[config.mk]
export PLATFORM = sky130hd
export DESIGN_NAME = tx_byte_buffer
export DESIGN_NICKNAME = d
export VERILOG_FILES = /design/src/rtl/tx_buf_pkg.sv /design/src/rtl/tx_buf_ram.sv /design/src/rtl/tx_byte_buffer.sv
export SDC_FILE = /design/constraint.sdc
export NUM_CORES = 1
export LEC_CHECK = 0
export CAP_MARGIN = 20
export CORE_ASPECT_RATIO = 1.25
export CORE_MARGIN = 2
export CORE_UTILIZATION = 55
export CTS_CLUSTER_SIZE = 16
export DETAILED_ROUTE_END_ITERATION = 10
export GPL_ROUTABILITY_DRIVEN = 1
export GPL_TIMING_DRIVEN = 1
export PLACE_DENSITY = 0.76
export SYNTH_ARGS = -nofsm -noshare
export SYNTH_HDL_FRONTEND = slang
export SYNTH_HIERARCHICAL = 1
export SYNTH_SLANG_ARGS = --single-unit
[constraint.sdc]
create_clock -name CLK -period 5.87 [get_ports CLK]
set_input_delay 1.174 -clock CLK [delete_from_list [all_inputs] [get_ports CLK]]
set_output_delay 1.174 -clock CLK [all_outputs]
set_load 0.05 [all_outputs]
[src/rtl/tx_buf_pkg.sv]
// Shared types and default sizing for the transmit byte buffer.
package tx_buf_pkg;

  localparam int unsigned TX_BUF_DEPTH  = 8;
  localparam int unsigned TX_BUF_DATA_W = 8;

  typedef enum logic [1:0] {
    IDLE      = 2'd0,
    PRESENT   = 2'd1,
    WAIT_DONE = 2'd2
  } tx_state_t;

endpackage

[src/rtl/tx_buf_ram.sv]
// Circular byte store for tx_byte_buffer: pointers, occupancy counter and
// push/pop arbitration. A push into a full store is accepted only alongside a pop.
module tx_buf_ram
  import tx_buf_pkg::*;
#(
  parameter int unsigned DEPTH  = TX_BUF_DEPTH,
  parameter int unsigned DATA_W = TX_BUF_DATA_W
) (
  input  logic                     CLK,
  input  logic                     RST,
  input  logic                     push,
  input  logic                     pop,
  input  logic [DATA_W-1:0]        wdata,
  output logic [DATA_W-1:0]        rdata,
  output logic                     full,
  output logic                     empty,
  output logic [$clog2(DEPTH):0]   level,
  output logic                     drop
);

  localparam int unsigned AW = $clog2(DEPTH);

  logic [DATA_W-1:0] mem [DEPTH];
  logic [AW-1:0]     wr_ptr;
  logic [AW-1:0]     rd_ptr;
  logic              pop_ok;
  logic              push_ok;

  assign full    = (level == (AW+1)'(DEPTH));
  assign empty   = (level == '0);
  assign pop_ok  = pop && !empty;
  assign push_ok = push && (!full || pop_ok);
  assign drop    = push && !push_ok;
  assign rdata   = mem[rd_ptr];

  always_ff @(posedge CLK) begin
    if (push_ok) mem[wr_ptr] <= wdata;
  end

  // Pointers are AW bits wide, so increments wrap modulo DEPTH on their own.
  always_ff @(posedge CLK or negedge RST) begin
    if (!RST) begin
      wr_ptr <= '0;
      rd_ptr <= '0;
      level  <= '0;
    end else begin
      if (push_ok) wr_ptr <= wr_ptr + 1'b1;
      if (pop_ok)  rd_ptr <= rd_ptr + 1'b1;
      case ({push_ok, pop_ok})
        2'b10:   level <= level + 1'b1;
        2'b01:   level <= level - 1'b1;
        default: level <= level;
      endcase
    end
  end

endmodule

[src/rtl/tx_byte_buffer.sv]
// Byte FIFO with valid/busy transmit handshake and sticky overflow flag.
// Optional macro TX_BUF_DROP_CNT_EN adds a saturating dropped-push counter DROP_CNT.
module tx_byte_buffer
  import tx_buf_pkg::*;
#(
  parameter int unsigned DEPTH  = TX_BUF_DEPTH,
  parameter int unsigned DATA_W = TX_BUF_DATA_W
) (
  input  logic                     CLK,
  input  logic                     RST,
  input  logic [DATA_W-1:0]        WR_DATA,
  input  logic                     WR_VLD,
  input  logic                     TX_BUSY,
  input  logic                     OVF_CLR,
  output logic [DATA_W-1:0]        TX_P_DATA,
  output logic                     TX_D_VLD,
  output logic                     FULL,
  output logic                     EMPTY,
  output logic [$clog2(DEPTH):0]   LEVEL,
`ifdef TX_BUF_DROP_CNT_EN
  output logic [7:0]               DROP_CNT,
`endif
  output logic                     OVF
);

  tx_state_t         state_q;
  tx_state_t         state_d;
  logic              load;
  logic              pop;
  logic              drop;
  logic [DATA_W-1:0] rdata;

  tx_buf_ram #(
    .DEPTH  (DEPTH),
    .DATA_W (DATA_W)
  ) u_ram (
    .CLK   (CLK),
    .RST   (RST),
    .push  (WR_VLD),
    .pop   (pop),
    .wdata (WR_DATA),
    .rdata (rdata),
    .full  (FULL),
    .empty (EMPTY),
    .level (LEVEL),
    .drop  (drop)
  );

  always_ff @(posedge CLK or negedge RST) begin
    if (!RST) state_q <= IDLE;
    else      state_q <= state_d;
  end

  // TX_D_VLD decodes the state register directly so reset drops it at once.
  always_comb begin
    state_d  = state_q;
    load     = 1'b0;
    pop      = 1'b0;
    TX_D_VLD = 1'b0;
    case (state_q)
      IDLE: begin
        if (!EMPTY) begin
          load    = 1'b1;
          state_d = PRESENT;
        end
      end
      PRESENT: begin
        TX_D_VLD = 1'b1;
        if (TX_BUSY) begin
          pop     = 1'b1;
          state_d = WAIT_DONE;
        end
      end
      WAIT_DONE: begin
        if (!TX_BUSY) state_d = IDLE;
      end
      default: state_d = IDLE;
    endcase
  end

  always_ff @(posedge CLK or negedge RST) begin
    if (!RST)      TX_P_DATA <= '0;
    else if (load) TX_P_DATA <= rdata;
  end

  always_ff @(posedge CLK or negedge RST) begin
    if (!RST)         OVF <= 1'b0;
    else if (drop)    OVF <= 1'b1;
    else if (OVF_CLR) OVF <= 1'b0;
  end

`ifdef TX_BUF_DROP_CNT_EN
  always_ff @(posedge CLK or negedge RST) begin
    if (!RST)                          DROP_CNT <= '0;
    else if (OVF_CLR)                  DROP_CNT <= {7'd0, drop};
    else if (drop && DROP_CNT != '1)   DROP_CNT <= DROP_CNT + 1'b1;
  end
`endif

endmodule
==> summary.txt, run 1 <==
Pwr
  – Worst vdd ir: 0.2506 mV
  – Power Density: 532.7 nW/um2
  – Pwr Total: 0.002199 W
  – Static Leak: 1.435 nW

Cells and area
  – Fillers: 425
  – Final Instance Area: 4128 um2
  – Synth-to-Final Area Change: 17.07%
  – Ant. Diodes: 0
  – Sequential Area: 2447 um2
  – Multi-input gate area: 1025 um2
  – Layout cell share with drive strength beyond 1: 0.2707
  – NumNets Final: 243
  – Layout Cells excl Fill: 314
  – Fin util: 0.6651

Logic synthesis
  – Count of state elements after synthesis: 85
  – Synth Area per Inst: 18.66 um2
  – Number of synthesized flops with an enable pin: 64
  – Mapped Cells: 189
  – Post-synth net total: 208
  – Seq/Total Area, Yosys: 0.6941
  – Main synth FF type: edfxtp_1
  – Asr flop ratio synth: 0.2471
  – Post-synth design cell area: 3526 um2
  – Cell variety after synth: 39
  – YS warnings: 6

Critical path
  – Flop2flop setup slack: 2760 ps
  – Crit path DAT: 3880 ps
  – Worst r2r dst: u_ram/level[3]$_DFFE_PN0P_
  – CP Capture Type: flip-flop
  – CP bufs+invs: 2
  – Crit path largest cell delay: 640 ps
  – Most frequent CP cell: ha_1
  – CP Max Fanout: 9
  – Worst EP required: 6090 ps
  – Crit-path slowest cell: or4b_2
  – R2R Path Start: u_ram/level[2]$_DFFE_PN0P_
  – CP top delay family: simple AND/OR/NAND/NOR gates
  – CP Cell Sequence: clkdlybuf4s50_1 > and2_1 > o41ai_1 > inv_1 > ha_1 > ha_1 > or4b_2 > o311ai_0 > o211ai_1
  – Startpoint Class: input port
  – R2R depth: 7
  – Setup Crit Path Kind: in -> reg

Clock tree
  – Post-CTS Setup Bufs: 0
  – Root Driver: clkbuf_8
  – Cts repair resizes: 0
  – Cts hold-fix bufs: 0
  – Clock insertion delay at the later pin of the skew report: 350 ps
  – Clock Sinks: 85
  – H-tree levels: 3
  – Num CTS Buffers: 9
  – Clk slew on worst S/H paths: 80 ps
  – CTS tree: yes
  – CTS Buffer Depth: 2

Floorplanning
  – Initial Util: 0.5681
  – Die ar.: 7071 um2
  – Number of top-level pins: 29
  – Core box area: 6206 um2
  – Die W: 75.62 um
  – Num rows: 32
  – Die Ht: 93.52 um

Detailed routing
  – Detailed Route Iter0 Violations: 149
  – Routed WL: 6598 um
  – DR DRC count: 0
  – Vias per inst: 5.764
  – Vias post-DR: 1810
  – DR pass1 iterations: 4
  – Final antenna-violating net count: 0
  – Wire per inst: 21.01 um

STA
  – Setup TNS: 0 ps
  – RSZ-0062 raised after global routing: no
  – Rel. slew slack: 0.3562
  – Max Clock Skew: 6.872 ps
  – Max-slew violations: 0
  – Least-Margin Pin Slew: 952.3 ps
  – Max Clk Rate: 273.4 MHz
  – Min Tclk post-route: 3658 ps
  – Final Hold Viols: 0
  – Setup violators final: 0
  – Period utilization: 0.6232

Hold path
  – HP Start: OVF$_DFFE_PN0P_
  – Min-delay worst type: reg -> reg
  – Hold Path Depth: 1
  – WHS Endpoint: OVF$_DFFE_PN0P_

Placed design
  – GP Congestion: 0.7839
  – Inst Count DP: 296
  – Post-DP HPWL: 4305 um
  – Port Buffers: 28
  – Post-DP Area: 3900 um2

Global routing
  – Vias in the first global route: 1910
  – Antenna violations before repair: 0
  – Largest net degree at the start of global routing: 22
  – GR Overflow Total: 0
  – First-pass GRT wire length: 10220 um
  – Total global-route track usage: 0.2134

Flow run
  – # Max-Cap Violations: 0

Outcome
  – Status: completed
report_power, final:
group          switching, W  internal (W)
registers          0.000149      0.000789
logic              0.000448      0.000403
clock network      0.000211      0.000199
total              0.000808       0.00139
cells in the mapped netlist, types with 3 or more instances:
cell       n  area (um2)
ha_1       5       62.56
dfrtp_1   21       525.5
clkbuf_1   3       11.26
mux4_2    16       360.4
mux2_2    17       191.4
nor3b_1    5       37.54
o211ai_1   3       22.52
nand2_1    6       22.52
xnor2_1    5       43.79
edfxtp_1  64        1922
nor3_1     3       15.01
inv_1      7       26.28
layer usage:
metal | vias to the layer above | global-route usage | part of all wire
li1 | 812 | - | -
met1 | 931 | 0.2613 | 0.40
met2 | 58 | 0.3609 | 0.54
met3 | 9 | 0.04957 | 0.048
met4 | 0 | 0.08333 | 0.015
met5 | - | 0 | 0
area by class of cell:
cell class                 count  area share
multi-input combinational     89      0.2483
tap                           85     0.02577
clock buffer                   9     0.03001
sequential                    85      0.5929
clock inverter                 7     0.01788
timing repair buffer          32     0.07881
inverter                       7    0.006366
state kept, by name, summed over array words and instances, names as in the netlist:
name          flops
TX_P_DATA         8
u_ram/wr_ptr      3
u_ram/rd_ptr      3
state_q           2
OVF               1
u_ram/mem        64
u_ram/level       4
worst max-delay path by stage:
stage / startpoint / endpoint / slack, ps / depth (start not counted)
floorplan: u_ram/level[0]$_DFFE_PN0P_ / EMPTY / 2180 / 2
global placement: TX_BUSY / u_ram/level[3]$_DFFE_PN0P_ / 2040 / 9
detailed placement: TX_BUSY / u_ram/level[3]$_DFFE_PN0P_ / 1880 / 9
CTS: TX_BUSY / u_ram/level[3]$_DFFE_PN0P_ / 2240 / 9
global route: TX_BUSY / u_ram/level[3]$_DFFE_PN0P_ / 2150 / 9
finish: TX_BUSY / u_ram/level[3]$_DFFE_PN0P_ / 2210 / 9
layout by cell type (no fill, tap or decap), drive strengths merged, types with 2 or more instances in the layout:
cell           synthesis  routed
clkbuf                 3       9
nand2                  6       6
o211ai                 3       3
ha                     5       5
nor4                   2       2
a21oi                  2       2
buf                    5       4
o21ai                  2       2
clkinv                 0       3
nor2                   2       2
nand3                  2       2
edfxtp                64      64
mux4                  16      16
or4b                   2       2
mux2                  18      18
and2b                  2       2
dfrtp                 21      21
inv                    7       9
nor3                   4       4
nor3b                  5       5
clkdlybuf4s50          0      28
xnor2                  5       5
stage by stage:
stage | setup WS [ps] | hold slack (ps)
after floorplan | 2181 | 487.7
after global placement | 2040 | 466.5
after detailed placement | 1878 | 482.1
after CTS | 2245 | 505.6
after global routing | 2152 | 519.4
final | 2212 | 498.5
kinds of logic after synthesis:
family / after synthesis / share of synthesized area
AND/OR/NAND/NOR: 29 / 0.05323
flip-flops: 85 / 0.6941
AO/OA/AOI/OAI: 13 / 0.02981
adder cells (fa/ha/maj): 6 / 0.02342
buffers and inverters: 15 / 0.02094
XOR/XNOR: 6 / 0.01490
multiplexers: 35 / 0.1636
Note: power is estimated with default switching activity, not from simulation.
==> run 2, diff against run 1 <==
Settings changed: CORE_UTILIZATION 55 to 52, PLACE_DENSITY 0.76 to 0.75.
Clock period 5.87 ns to 3.15 ns, I/O delays scaled along.
==> run 2 against run 1 <==
Critical path depth down 6. Setup slack worse by 2000 ps. Critical path type is now reg -> out. Critical endpoint is now FULL. Sequential power up 82%. Routed wire length down 3.2%. Via count up 0.94%. Global-route usage down 1.9 points. Total power up 89%. Die area up 5.5%. Highest routed layer unchanged. Non-clock buffer count up 14.
==> summary.txt, run 2 (same netlist as run 1, synthesis figures left out) <==
Global routing
  – Vias in the first global route: 1935
  – Antenna violations before repair: 0
  – Largest net degree at the start of global routing: 22
  – First-pass GRT wire length: 10060 um
  – Total global-route track usage: 0.1939
  – GR Overflow Total: 0

Placed design
  – Inst Count DP: 314
  – GP Congestion: 0.7671
  – Port Buffers: 28
  – Post-DP HPWL: 4446 um
  – Post-DP Area: 4011 um2

Floorplanning
  – Number of top-level pins: 29
  – Initial Util: 0.5371
  – Core box area: 6565 um2
  – Die ar.: 7459 um2
  – Die Ht: 96.07 um
  – Num rows: 33
  – Die W: 77.65 um

Critical path
  – Setup Crit Path Kind: reg -> out
  – CP Capture Type: primary output
  – CP Max Fanout: 6
  – Crit path DAT: 2310 ps
  – Worst EP required: 2520 ps
  – Startpoint Class: flip-flop

Cells and area
  – Biggest regs: u_ram/mem x64, TX_P_DATA x8, u_ram/level x4
  – Fin util: 0.6427
  – Synth-to-Final Area Change: 19.66%
  – Most common cell after layout, fill and taps aside: edfxtp_1
  – Max reg flops: 64
  – Ant. Diodes: 0
  – Fillers: 461
  – Biggest register: u_ram/mem
  – Final Instance Area: 4219 um2
  – Layout cell share with drive strength beyond 1: 0.2922
  – Most frequent cells in the layout: edfxtp_1, clkdlybuf4s50_1, dfrtp_1
  – Layout Cells excl Fill: 330
  – NumNets Final: 257

Pwr
  – Logic pwr share: 0.398
  – Psw: 0.001449 W
  – Clock power frac: 0.192
  – Sequential share of power: 0.410
  – Worst vdd ir: 0.5933 mV
  – Static Leak: 1.500 nW
  – Int Pwr: 0.002712 W
  – Sw Share: 0.3482
  – Power Density: 986.3 nW/um2

Detailed routing
  – Vias post-DR: 1827
  – Wire per inst: 19.35 um
  – DR pass1 iterations: 4
  – Routed WL: 6384 um
  – Vias per inst: 5.536
  – DR DRC count: 0
  – Final antenna-violating net count: 0
  – Detailed Route Iter0 Violations: 94

Clock tree
  – Clock insertion delay at the later pin of the skew report: 350 ps
  – Clk slew on worst S/H paths: 80 ps
  – Num CTS Buffers: 9
  – CTS tree: yes
  – H-tree levels: 3
  – Post-CTS Setup Bufs: 0
  – Root Driver: clkbuf_8
  – Clock Sinks: 85
  – CTS Buffer Depth: 2
  – Cts repair resizes: 0
  – Cts hold-fix bufs: 0

STA
  – Setup violators final: 0
  – RSZ-0062 raised after global routing: no
  – Least-Margin Pin Slew: 777.4 ps
  – Setup TNS: 0 ps
  – Hold WS: 503.3 ps
  – Rel. slew slack: 0.4817
  – Period utilization: 0.9331
  – Final Hold Viols: 0
  – Max-slew violations: 0
  – Max Clk Rate: 340.2 MHz
  – Min Tclk post-route: 2939 ps
  – Max Clock Skew: 8.707 ps

Flow run
  – # Max-Cap Violations: 0

Outcome
  – Status: completed

Hold path
  – Min-delay worst type: reg -> reg
## run 2: cell count changes in the layout (fill, tap and decap cells not counted), moves of 2 or more
| cell | change |
|---|---|
| buf_8 | -2 |
| nor3_2 | -3 |
| inv_6 | -2 |
| buf_4 | +16 |
| clkbuf_1 | +3 |
| nor3_1 | +3 |
## run 2: final cells by class
class                   instances  area [um2]  share of cell area
flip-flops and latches         85        2447              0.5801
clock buffers                  12       135.1             0.03203
inverters                       7       26.28            0.006228
well taps                      87       108.9             0.02580
repair buffers                 46       415.4             0.09846
clock inverters                 4       72.57             0.01720
multi-input cells              89        1013              0.2402
## run 2: critical path: stages (launching register included)
cell and delay (ps):
dfrtp_1 470, or4b_4 610, inv_1 80, clkdlybuf4s50_1 800
## run 2: worst paths after layout
path,start,to,slack [ps],depth (start not counted)
worst max-delay path,u_ram/level[2]$_DFFE_PN0P_,FULL,210,3
worst min-delay path,OVF$_DFFE_PN0P_,OVF$_DFFE_PN0P_,500,1
worst max register to register,u_ram/level[2]$_DFFE_PN0P_,u_ram/level[3]$_DFFE_PN0P_,340,7
worst min register to register,OVF$_DFFE_PN0P_,OVF$_DFFE_PN0P_,500,1
min in group asynchronous,RST,TX_P_DATA[3]$_DFFE_PN0P_,630,2
max in group asynchronous,RST,u_ram/wr_ptr[0]$_DFFE_PN0P_,2290,2
## run 2: power groups by stage
stage	registers [W]	clock network (W)	logic, W
floorplan	0.00190	0	0.000973
global placement	0.00173	0	0.00166
detailed placement	0.00173	0	0.00169
CTS	0.00171	0.000815	0.00169
global route	0.00175	0.000855	0.00179
finish	0.00171	0.000798	0.00166
## run 2: stage by stage
stage,total power (W),worst slack [ps]
after detailed placement,0.003422,60.08
after global placement,0.003381,122.3
after floorplan,0.002877,-4.349
after global routing,0.004390,129.9
after CTS,0.004219,184.5
final,0.004161,210.7
## run 2: routing by layer
layer | track usage | wire length (um) | vias up
met1 | 0.2230 | 2620 | 934
met3 | 0.04315 | 226 | 12
met4 | 0.09970 | 151 | 0
met2 | 0.3427 | 3386 | 42
li1 | - | - | 839
met5 | 0 | 0 | -
==> run 3, diff against run 2 <==
Settings changed: CORE_MARGIN 2 to 5, MAX_ROUTING_LAYER set to met4.
==> run 3 against run 2 <==
Sequential share of layout area increased by 0.19 points. Combinational power about the same. Via count grew 1.0%. Non-clock buffer count rose by 1. Total power fell by 1.9%. Clock power fell by 12%. Register-to-register slack is essentially flat. Largest power group unchanged.
==> summary.txt, run 3 (same netlist as run 1, synthesis figures left out) <==
Floorplanning
  – Initial Util: 0.5371
  – Die W: 83.65 um
  – Die ar.: 8538 um2
  – Core box area: 6565 um2
  – Num rows: 33
  – Die Ht: 102.1 um
  – Number of top-level pins: 29

Detailed routing
  – Routed WL: 6426 um
  – Detailed Route Iter0 Violations: 92
  – Final antenna-violating net count: 0
  – Vias post-DR: 1846
  – Vias per inst: 5.594
  – DR pass1 iterations: 4
  – DR DRC count: 0
  – Wire per inst: 19.47 um

Placed design
  – GP Congestion: 0.7502
  – Dpl ws: 68.78 ps
  – Post-DP HPWL: 4395 um
  – Port Buffers: 28

Critical path
  – CP Cell Sequence: or4b_4 > inv_1 > clkdlybuf4s50_1
  – Crit-path slowest cell: clkdlybuf4s50_1
  – R2R depth: 7
  – R2R Path Start: u_ram/level[2]$_DFFE_PN0P_
  – Startpoint Class: flip-flop
  – Worst r2r dst: u_ram/level[3]$_DFFE_PN0P_
  – Crit path largest cell delay: 800 ps
  – CP Max Fanout: 6
  – CP Capture Type: primary output
  – Worst EP required: 2520 ps
  – Crit path DAT: 2320 ps
  – Flop2flop setup slack: 330 ps
  – Setup Crit Path Kind: reg -> out

Clock tree
  – Clock Sinks: 85
  – Root Driver: clkbuf_8
  – Clk slew on worst S/H paths: 70 ps
  – Post-CTS Setup Bufs: 0
  – Cts hold-fix bufs: 0
  – Clock insertion delay at the later pin of the skew report: 340 ps
  – Num CTS Buffers: 9
  – CTS Buffer Depth: 2
  – CTS tree: yes
  – Cts repair resizes: 0
  – H-tree levels: 3

Cells and area
  – Max reg flops: 64
  – Biggest regs: u_ram/mem x64, TX_P_DATA x8, u_ram/level x4
  – NumNets Final: 258
  – Most frequent cells in the layout: edfxtp_1, clkdlybuf4s50_1, dfrtp_1
  – Biggest register: u_ram/mem
  – Most common cell after layout, fill and taps aside: edfxtp_1
  – Layout cell share with drive strength beyond 1: 0.2881
  – Synth-to-Final Area Change: 19.27%
  – Ant. Diodes: 0
  – Fin util: 0.6406

Pwr
  – Logic pwr share: 0.408
  – Worst vdd ir: 0.5621 mV
  – Clock power frac: 0.171
  – Static Leak: 1.495 nW
  – Psw: 0.001456 W
  – Sequential share of power: 0.421
  – Power Density: 970.3 nW/um2
  – Pwr Total: 0.004080 W
  – Sw Share: 0.3567
  – Int Pwr: 0.002625 W

STA
  – Least-Margin Pin Slew: 836.2 ps
  – Final Hold Viols: 0
  – Max Clk Rate: 339.4 MHz
  – Hold WS: 498.3 ps
  – Max Clock Skew: 4.534 ps
  – Final worst setup slack: 204.0 ps
  – Min Tclk post-route: 2946 ps
  – Period utilization: 0.9352
  – RSZ-0062 raised after global routing: no
  – Max-slew violations: 0
  – Setup violators final: 0
  – Rel. slew slack: 0.4425

Global routing
  – First-pass GRT wire length: 10470 um
  – Total global-route track usage: 0.1738
  – Largest net degree at the start of global routing: 22
  – Antenna violations before repair: 0
  – GR Overflow Total: 0
  – Vias in the first global route: 1976

Flow run
  – # Max-Cap Violations: 0

Hold path
  – WHS Endpoint: OVF$_DFFE_PN0P_
  – Min-delay worst type: reg -> reg
  – HP Start: OVF$_DFFE_PN0P_
  – Hold Path Depth: 1

Outcome
  – Status: completed
## run 3: worst max path at each step
stage                                           from                    endpoint  slack [ps]
after global placement                       TX_BUSY  u_ram/level[3]$_DFFE_PN0P_         120
after global routing      u_ram/level[2]$_DFFE_PN0P_  u_ram/level[3]$_DFFE_PN0P_          70
after detailed placement                     TX_BUSY  u_ram/level[3]$_DFFE_PN0P_          70
after CTS                 u_ram/level[2]$_DFFE_PN0P_                        FULL         180
after floorplan           u_ram/level[0]$_DFFE_PN0P_  u_ram/level[3]$_DFFE_PN0P_          -4
final                     u_ram/level[2]$_DFFE_PN0P_                        FULL         200
## run 3: metal layers
layer	share of wire	track usage
met3	0.032	0.02661
met1	0.42	0.2023
met5	0	-
met2	0.53	0.2976
met4	0.019	0.08540
## run 3: final cells by class
| type | count | area (um2) |
|---|---|---|
| inverters | 7 | 26.28 |
| multi-input cells | 89 | 1020 |
| clock buffers | 12 | 135.1 |
| repair buffers | 47 | 430.4 |
| well taps | 87 | 108.9 |
| flip-flops and latches | 85 | 2447 |
| clock inverters | 3 | 37.54 |
| fillers | 451 | 2360 |
## run 3: through the flow
| stage | area, um2 | TNS, ps | std cells |
|---|---|---|---|
| 3_3_place_gp | 4018 | 0 | 314 |
| 3_5_place_dp | 4018 | 0 | 314 |
| 2_1_floorplan | 3535 | -4.349 | 189 |
| 6_report | 4205 | 0 | 330 |
| 4_1_cts | 4190 | 0 | 329 |
| 5_1_grt | 4205 | 0 | 330 |
## run 3: power groups by stage
stage	Combinational, W	Sequential (W)	Clock (W)
finish	0.00166	0.00172	0.000700
global placement	0.00166	0.00173	0
floorplan	0.000973	0.00190	0
detailed placement	0.00168	0.00174	0
CTS	0.00169	0.00172	0.000709
global route	0.00179	0.00175	0.000763
## run 3: critical path: cells and delay by family (launching register included)
family	cells	cell delay [ps]
buffers and inverters	2	890
and+or+nand+nor	1	620
DFF	1	470
